File: src/rtl/rot_ctrl_if.sv
// rot_ctrl_if: bundles every non-clock signal of the image rotation controller.
//   Register-file side : start, soft_reset, mode, dir, img_h, img_w, src_img,
//                        dst_img, intr_mask, intr_clear (in);
//                        new_h, new_w, busy, bef_mask, aft_mask, intr (out).
//   DMA read side      : rd_req, rd_addr (out); rd_valid, rd_data (in).
//   DMA write side     : wr_req, wr_addr, wr_data (out); wr_ack (in).
// The master modport is the environment (register file + DMA) and the slave
// modport is the controller itself.
interface rot_ctrl_if;
  logic        start;
  logic        soft_reset;
  logic [1:0]  mode;
  logic        dir;
  logic [15:0] img_h;
  logic [15:0] img_w;
  logic [31:0] src_img;
  logic [31:0] dst_img;
  logic        intr_mask;
  logic        intr_clear;
  logic        rd_valid;
  logic [7:0]  rd_data;
  logic        wr_ack;
  logic [15:0] new_h;
  logic [15:0] new_w;
  logic        busy;
  logic        bef_mask;
  logic        aft_mask;
  logic        intr;
  logic        rd_req;
  logic [31:0] rd_addr;
  logic        wr_req;
  logic [31:0] wr_addr;
  logic [7:0]  wr_data;

  modport master (
    output start, soft_reset, mode, dir, img_h, img_w, src_img, dst_img,
           intr_mask, intr_clear, rd_valid, rd_data, wr_ack,
    input  new_h, new_w, busy, bef_mask, aft_mask, intr,
           rd_req, rd_addr, wr_req, wr_addr, wr_data
  );

  modport slave (
    input  start, soft_reset, mode, dir, img_h, img_w, src_img, dst_img,
           intr_mask, intr_clear, rd_valid, rd_data, wr_ack,
    output new_h, new_w, busy, bef_mask, aft_mask, intr,
           rd_req, rd_addr, wr_req, wr_addr, wr_data
  );
endinterface

File: src/rtl/rot_ctrl.sv
// rot_ctrl: rotates an 8-bit image by 0/90/180/270 degrees, one pixel at a
// time. Each source pixel is read in row-major order through a single-beat
// DMA read, then written to its rotated position through a single-beat DMA
// write. Exactly one transfer is outstanding at any time.
//   clk : sole clock, rising edge.
//   rst : asynchronous active-high reset, clears all state.
//   bus : rot_ctrl_if.slave carrying configuration, status/interrupt and the
//         DMA read/write handshakes.
module rot_ctrl (
  input logic     clk,
  input logic     rst,
  rot_ctrl_if.slave bus
);

  typedef enum logic [2:0] {
    IDLE,
    SETUP,
    READ,
    WRITE,
    NEXT,
    DONE
  } state_t;

  state_t      state;

  logic        start_q;
  logic        edge_armed;
  logic        start_edge;

  logic [1:0]  k;
  logic [15:0] cfg_h;
  logic [15:0] cfg_w;
  logic [31:0] cfg_src;
  logic [31:0] cfg_dst;

  logic [15:0] r_cnt;
  logic [15:0] c_cnt;
  logic [15:0] r_nxt;
  logic [15:0] c_nxt;
  logic        last_col;
  logic        last_row;

  logic [15:0] new_h;
  logic [15:0] new_w;
  logic        busy;
  logic        bef_mask;
  logic        rd_req;
  logic [31:0] rd_addr;
  logic        wr_req;
  logic [31:0] wr_addr;
  logic [7:0]  wr_data;

  logic [31:0] h32;
  logic [31:0] w32;
  logic [31:0] r32;
  logic [31:0] c32;
  logic [31:0] wr_idx;
  logic [31:0] rd_idx_nxt;

  // edge_armed stays low for the first cycle after reset so that a START
  // level that was already high during reset is not mistaken for an edge.
  assign start_edge = bus.start & ~start_q & edge_armed;

  assign h32 = {16'd0, cfg_h};
  assign w32 = {16'd0, cfg_w};
  assign r32 = {16'd0, r_cnt};
  assign c32 = {16'd0, c_cnt};

  assign last_col = (c_cnt == cfg_w - 16'd1);
  assign last_row = (r_cnt == cfg_h - 16'd1);
  assign c_nxt    = last_col ? 16'd0 : c_cnt + 16'd1;
  assign r_nxt    = last_col ? r_cnt + 16'd1 : r_cnt;

  // Read index of the pixel that follows the current one; registered into
  // rd_addr when NEXT hands over to READ.
  assign rd_idx_nxt = {16'd0, r_nxt} * w32 + {16'd0, c_nxt};

  // Destination index of the current source pixel for each rotation.
  always_comb begin
    wr_idx = 32'd0;
    case (k)
      2'd0: wr_idx = r32 * w32 + c32;
      2'd1: wr_idx = c32 * h32 + (h32 - 32'd1 - r32);
      2'd2: wr_idx = (h32 - 32'd1 - r32) * w32 + (w32 - 32'd1 - c32);
      2'd3: wr_idx = (w32 - 32'd1 - c32) * h32 + r32;
      default: wr_idx = 32'd0;
    endcase
  end

  // Main controller: all outputs are registered here. Soft reset aborts the
  // job but deliberately keeps the reported rotated dimensions.
  always_ff @(posedge clk or posedge rst) begin
    if (rst) begin
      state      <= IDLE;
      start_q    <= 1'b0;
      edge_armed <= 1'b0;
      k          <= 2'd0;
      cfg_h      <= 16'd0;
      cfg_w      <= 16'd0;
      cfg_src    <= 32'd0;
      cfg_dst    <= 32'd0;
      r_cnt      <= 16'd0;
      c_cnt      <= 16'd0;
      new_h      <= 16'd0;
      new_w      <= 16'd0;
      busy       <= 1'b0;
      bef_mask   <= 1'b0;
      rd_req     <= 1'b0;
      rd_addr    <= 32'd0;
      wr_req     <= 1'b0;
      wr_addr    <= 32'd0;
      wr_data    <= 8'd0;
    end else begin
      start_q    <= bus.start;
      edge_armed <= 1'b1;
      if (bus.soft_reset) begin
        state    <= IDLE;
        busy     <= 1'b0;
        rd_req   <= 1'b0;
        wr_req   <= 1'b0;
        r_cnt    <= 16'd0;
        c_cnt    <= 16'd0;
        bef_mask <= 1'b0;
      end else begin
        // Completion wins over a simultaneous clear.
        if (state == DONE) begin
          bef_mask <= 1'b1;
        end else if (bus.intr_clear) begin
          bef_mask <= 1'b0;
        end

        case (state)
          IDLE: begin
            if (start_edge) begin
              k       <= bus.dir ? (2'd0 - bus.mode) : bus.mode;
              cfg_h   <= bus.img_h;
              cfg_w   <= bus.img_w;
              cfg_src <= bus.src_img;
              cfg_dst <= bus.dst_img;
              busy    <= 1'b1;
              state   <= SETUP;
            end
          end
          SETUP: begin
            if (k[0]) begin
              new_h <= cfg_w;
              new_w <= cfg_h;
            end else begin
              new_h <= cfg_h;
              new_w <= cfg_w;
            end
            r_cnt <= 16'd0;
            c_cnt <= 16'd0;
            if ((cfg_h == 16'd0) || (cfg_w == 16'd0)) begin
              state <= DONE;
            end else begin
              rd_req  <= 1'b1;
              rd_addr <= cfg_src;
              state   <= READ;
            end
          end
          READ: begin
            if (bus.rd_valid) begin
              rd_req  <= 1'b0;
              wr_req  <= 1'b1;
              wr_addr <= cfg_dst + wr_idx;
              wr_data <= bus.rd_data;
              state   <= WRITE;
            end
          end
          WRITE: begin
            if (bus.wr_ack) begin
              wr_req <= 1'b0;
              state  <= NEXT;
            end
          end
          NEXT: begin
            if (last_col && last_row) begin
              state <= DONE;
            end else begin
              c_cnt   <= c_nxt;
              r_cnt   <= r_nxt;
              rd_req  <= 1'b1;
              rd_addr <= cfg_src + rd_idx_nxt;
              state   <= READ;
            end
          end
          DONE: begin
            busy  <= 1'b0;
            state <= IDLE;
          end
          default: state <= IDLE;
        endcase
      end
    end
  end

  assign bus.new_h    = new_h;
  assign bus.new_w    = new_w;
  assign bus.busy     = busy;
  assign bus.bef_mask = bef_mask;
  assign bus.aft_mask = bef_mask & ~bus.intr_mask;
  assign bus.intr     = bef_mask & ~bus.intr_mask;
  assign bus.rd_req   = rd_req;
  assign bus.rd_addr  = rd_addr;
  assign bus.wr_req   = wr_req;
  assign bus.wr_addr  = wr_addr;
  assign bus.wr_data  = wr_data;

endmodule

File: src/flat_wrapper.sv
// flat-port wrapper written by rule: the top's interface ports become plain ports
module rot_ctrl_flat 
  (clk, rst, bus_start, bus_soft_reset, bus_mode, bus_dir, bus_img_h, bus_img_w, bus_src_img, bus_dst_img, bus_intr_mask, bus_intr_clear, bus_rd_valid, bus_rd_data, bus_wr_ack, bus_new_h, bus_new_w, bus_busy, bus_bef_mask, bus_aft_mask, bus_intr, bus_rd_req, bus_rd_addr, bus_wr_req, bus_wr_addr, bus_wr_data);
  rot_ctrl_if bus_i ();
  input logic clk;
  input logic rst;
  input wire logic [$bits(bus_i.start)-1:0] bus_start;
  input wire logic [$bits(bus_i.soft_reset)-1:0] bus_soft_reset;
  input wire logic [$bits(bus_i.mode)-1:0] bus_mode;
  input wire logic [$bits(bus_i.dir)-1:0] bus_dir;
  input wire logic [$bits(bus_i.img_h)-1:0] bus_img_h;
  input wire logic [$bits(bus_i.img_w)-1:0] bus_img_w;
  input wire logic [$bits(bus_i.src_img)-1:0] bus_src_img;
  input wire logic [$bits(bus_i.dst_img)-1:0] bus_dst_img;
  input wire logic [$bits(bus_i.intr_mask)-1:0] bus_intr_mask;
  input wire logic [$bits(bus_i.intr_clear)-1:0] bus_intr_clear;
  input wire logic [$bits(bus_i.rd_valid)-1:0] bus_rd_valid;
  input wire logic [$bits(bus_i.rd_data)-1:0] bus_rd_data;
  input wire logic [$bits(bus_i.wr_ack)-1:0] bus_wr_ack;
  output wire logic [$bits(bus_i.new_h)-1:0] bus_new_h;
  output wire logic [$bits(bus_i.new_w)-1:0] bus_new_w;
  output wire logic [$bits(bus_i.busy)-1:0] bus_busy;
  output wire logic [$bits(bus_i.bef_mask)-1:0] bus_bef_mask;
  output wire logic [$bits(bus_i.aft_mask)-1:0] bus_aft_mask;
  output wire logic [$bits(bus_i.intr)-1:0] bus_intr;
  output wire logic [$bits(bus_i.rd_req)-1:0] bus_rd_req;
  output wire logic [$bits(bus_i.rd_addr)-1:0] bus_rd_addr;
  output wire logic [$bits(bus_i.wr_req)-1:0] bus_wr_req;
  output wire logic [$bits(bus_i.wr_addr)-1:0] bus_wr_addr;
  output wire logic [$bits(bus_i.wr_data)-1:0] bus_wr_data;
  assign bus_i.start = bus_start;
  assign bus_i.soft_reset = bus_soft_reset;
  assign bus_i.mode = bus_mode;
  assign bus_i.dir = bus_dir;
  assign bus_i.img_h = bus_img_h;
  assign bus_i.img_w = bus_img_w;
  assign bus_i.src_img = bus_src_img;
  assign bus_i.dst_img = bus_dst_img;
  assign bus_i.intr_mask = bus_intr_mask;
  assign bus_i.intr_clear = bus_intr_clear;
  assign bus_i.rd_valid = bus_rd_valid;
  assign bus_i.rd_data = bus_rd_data;
  assign bus_i.wr_ack = bus_wr_ack;
  assign bus_new_h = bus_i.new_h;
  assign bus_new_w = bus_i.new_w;
  assign bus_busy = bus_i.busy;
  assign bus_bef_mask = bus_i.bef_mask;
  assign bus_aft_mask = bus_i.aft_mask;
  assign bus_intr = bus_i.intr;
  assign bus_rd_req = bus_i.rd_req;
  assign bus_rd_addr = bus_i.rd_addr;
  assign bus_wr_req = bus_i.wr_req;
  assign bus_wr_addr = bus_i.wr_addr;
  assign bus_wr_data = bus_i.wr_data;
  rot_ctrl u_core (.clk(clk), .rst(rst), .bus(bus_i));
endmodule
File: config.mk
export PLATFORM = sky130hd
export DESIGN_NAME = rot_ctrl_flat
export DESIGN_NICKNAME = d
export VERILOG_FILES = /design/src/rtl/rot_ctrl_if.sv /design/src/rtl/rot_ctrl.sv /design/src/flat_wrapper.sv
export SDC_FILE = /design/constraint.sdc
export NUM_CORES = 2
export LEC_CHECK = 0
export CAP_MARGIN = 0
export CORE_ASPECT_RATIO = 0.8
export CORE_MARGIN = 2
export CORE_UTILIZATION = 51
export DETAILED_ROUTE_END_ITERATION = 12
export HOLD_SLACK_MARGIN = 0.12
export PLACE_DENSITY_LB_ADDON = 0.3
export SKIP_LAST_GASP = 1
export SYNTH_ARGS = -nofsm -noshare
export SYNTH_HDL_FRONTEND = slang
export SYNTH_SLANG_ARGS = --single-unit
File: constraint.sdc
create_clock -name clk -period 11.7 [get_ports clk]
set_input_delay 2.34 -clock clk [delete_from_list [all_inputs] [get_ports clk]]
set_output_delay 2.34 -clock clk [all_outputs]
set_load 0.05 [all_outputs]
==> impl_metrics.json <==
{
  "antenna_found_initial": 12,
  "critPathMaxStageDelay_ns": 0.53,
  "crit_type": "register to register",
  "ios": 225,
  "dp_hpwl_mm": 171,
  "syn_area_sq_mm": 0.0662,
  "synth-async-reset-ratio": 1.00,
  "place_congestion": 1.06,
  "min_path_cells": 2,
  "grt_max_degree": 100,
  "clock_skew_ns": 0.0578,
  "firstDrtPassIters": 6,
  "clk_latency_ns": 0.67,
  "drt_iter0_drc": 4742,
  "syn_area_per_cell_sq_um": 8.84,
  "final_antenna_net_count": 0,
  "port_buffers": 224,
  "synth_ff_type": "dfrtp_1",
  "fmax_mhz": 86.9,
  "start_util": 0.513,
  "synthTopCellsByCount": "inv_1 (1,769), fa_1 (1,332), nand2_1 (1,055), ha_1 (522), and2_1 (475)",
  "synthCells": 7482,
  "status": "complete, no violations",
  "min_period_over_period": 0.983,
  "clk_path_buf_depth": 3,
  "drc": 0,
  "syn2layout_area_growth_pct": 9.07,
  "finalSetupViolCount": 0,
  "synth_seq_cells": 243,
  "root_buffer": "clkbuf_16",
  "met3_usage": 0.100,
  "tightest_slew_ns": 1.10,
  "met2_usage": 0.470,
  "synth_edf_count": 0,
  "worstPathArrival_ns": 11.99,
  "num_rows": 118,
  "die_w_microns": 407,
  "cts_hold_buf": 0,
  "slew_headroom": 0.265,
  "ff2ff_path_depth": 44,
  "core_sq_mm": 0.129,
  "hold_violations": 0,
  "wl_per_cell_microns": 22.8,
  "seq_area_frac_synth": 0.0919,
  "final_nets": 9559,
  "cp-start-kind": "register",
  "critPathRequiredTime_ns": 12.19,
  "die_height_microns": 326,
  "top_usage_layer": "met1",
  "wirelength_mm": 213,
  "ys_types": 84,
  "vias": 51819,
  "htree_levels": 1,
  "period_minus_slack_ns": 11.50,
  "maxSlewViolCount": 0,
  "overflow": 0,
  "hold_path.class": "register to register",
  "rsz0062_at_grt": "true",
  "path_common_cell": "fa_1",
  "drive_gt1_frac": 0.0645,
  "use_met1": 0.472,
  "post-route-util": 0.559,
  "cts.sinks": 243,
  "r2r_setup_slack_ns": 0.20,
  "synth.area.top_cells": "fa_1 (40%), inv_1 (10%), ha_1 (9.9%), dfrtp_1 (9.2%), nand2_1 (6.0%)",
  "fp.dieArea_sq_mm": 0.133,
  "cts_tree": "done",
  "endpoint_kind": "register",
  "syn_nets": 9451,
  "numCtsBuffers": 30,
  "grt_pass1_vias": 54398,
  "yosysMostFrequentCell": "inv_1",
  "clk_pin_slew_ns": 0.07,
  "critPathMaxFanout": 14,
  "grt_pass1_wl_mm": 329,
  "grtUsageTotal": 0.329,
  "via_per_inst": 5.54,
  "yosysTopAreaCell": "fa_1",
  "antenna_cells": 0,
  "synth_top_area_frac": 0.403,
  "drv_cap": 0,
  "synth_warnings": 0,
  "crit_slowest_cell": "mux4_2"
}
## through the flow
| step | hold WS [ns] | cells | area [sq um] | setup TNS [ns] | setup slack, ns |
|---|---|---|---|---|---|
| floorplan | 0.479 | 7482 | 66200 | 0 | 0.827 |
| global placement | 0.463 | 9293 | 71000 | 0 | 0.312 |
| detailed placement | 0.471 | 9293 | 71000 | 0 | 0.0506 |
| CTS | 0.485 | 9347 | 72000 | 0 | 0.145 |
| global route | 0.500 | 9352 | 72200 | -0.386 | -0.186 |
| finish | 0.477 | 9352 | 72200 | 0 | 0.196 |
## worst max-delay path: cells and delay by family, from the launching register on
family / cells / cell delay, ns
mux: 1 / 0.53
compound gates: 12 / 2.52
simple gates: 11 / 2.26
flops: 1 / 0.40
fa+ha+maj: 9 / 4.10
buf+inv: 6 / 0.59
xor+xnor: 5 / 0.90
## final cells by class
| class | instances | area, sq um |
|---|---|---|
| fillers | 11621 | 56900 |
| multi-input cells | 5096 | 52200 |
| inverters | 1771 | 6660 |
| flip-flops and latches | 243 | 6110 |
| repair buffers | 448 | 4000 |
| well taps | 1740 | 2180 |
| clock buffers | 32 | 768 |
| clock inverters | 22 | 244 |
## cell families (layout without fill, tap and decap cells)
family / Yosys count / count (layout) / share of synthesized area
compound gates: 681 / 681 / 0.0643
xor+xnor: 298 / 298 / 0.0399
fa+ha+maj: 1854 / 1854 / 0.502
buf+inv: 2143 / 2273 / 0.122
flops: 243 / 243 / 0.0919
mux: 172 / 172 / 0.0326
other cells: 1 / 1 / 0.0000567
simple gates: 2090 / 2090 / 0.148
## sequential cells by signal, indices dropped and copies added (netlist names)
name                 flops
u_core.bus.wr_addr      32
u_core.cfg_w            16
u_core.cfg_src          32
u_core.bus.rd_req        1
u_core.bus.rd_addr      32
u_core.cfg_h            16
u_core.k                 2
u_core.bus.busy          1
u_core.bus.wr_req        1
u_core.bus.new_w        16
u_core.r_cnt            16
u_core.bus.wr_data       8
u_core.edge_armed        1
u_core.state             3
u_core.bus.new_h        16
u_core.cfg_dst          32
u_core.start_q           1
u_core.c_cnt            16
u_core.bus.bef_mask      1
## routing by layer
layer	part of all wire	vias up
li1	-	22558
met1	0.42	26322
met2	0.41	2563
met3	0.13	366
met4	0.044	10
met5	0.00027	-
## repair_timing
item	in CTS	in global routing
buffers inserted	0	5
resized for setup	1	34
endpoints found under the setup margin	1	14
pin swaps	0	5
## cells in the final DEF (no fill, tap or decap), types with 20 or more instances in the layout
| cell | n |
|---|---|
| nor3_1 | 47 |
| inv_1 | 1768 |
| and2_1 | 475 |
| xnor2_1 | 199 |
| and3_1 | 35 |
| xor2_1 | 90 |
| o21a_1 | 23 |
| a21o_1 | 84 |
| nand3_1 | 41 |
| mux4_2 | 24 |
| o21bai_1 | 24 |
| buf_4 | 215 |
| ha_1 | 520 |
| clkdlybuf4s50_1 | 224 |
| nand2b_1 | 33 |
| fa_1 | 1332 |
| nor2_1 | 249 |
| nand2_1 | 1052 |
| a21oi_1 | 238 |
| nand4_1 | 23 |
| o21ai_1 | 27 |
| dfrtp_1 | 222 |
| mux2i_1 | 39 |
| dfrtp_2 | 20 |
| nor2b_1 | 53 |
| mux2_2 | 109 |
| clkbuf_16 | 30 |
| o21ai_0 | 124 |
| a211oi_1 | 20 |
## final timing paths
check | to | from
setup / recovery | u_core.bus.wr_addr[31] | u_core.cfg_h[4]
hold / removal | u_core.bus.wr_addr[21] | u_core.bus.wr_addr[21]
setup reg to reg | u_core.bus.wr_addr[31] | u_core.cfg_h[4]
hold reg to reg | u_core.bus.wr_addr[21] | u_core.bus.wr_addr[21]
max in group asynchronous | u_core.cfg_w[7] | rst
min in group asynchronous | u_core.bus.bef_mask | rst
Power is left out: the tool's default activity adds up to more than one toggle a clock period on the data nets, which glitch-free logic cannot reach.
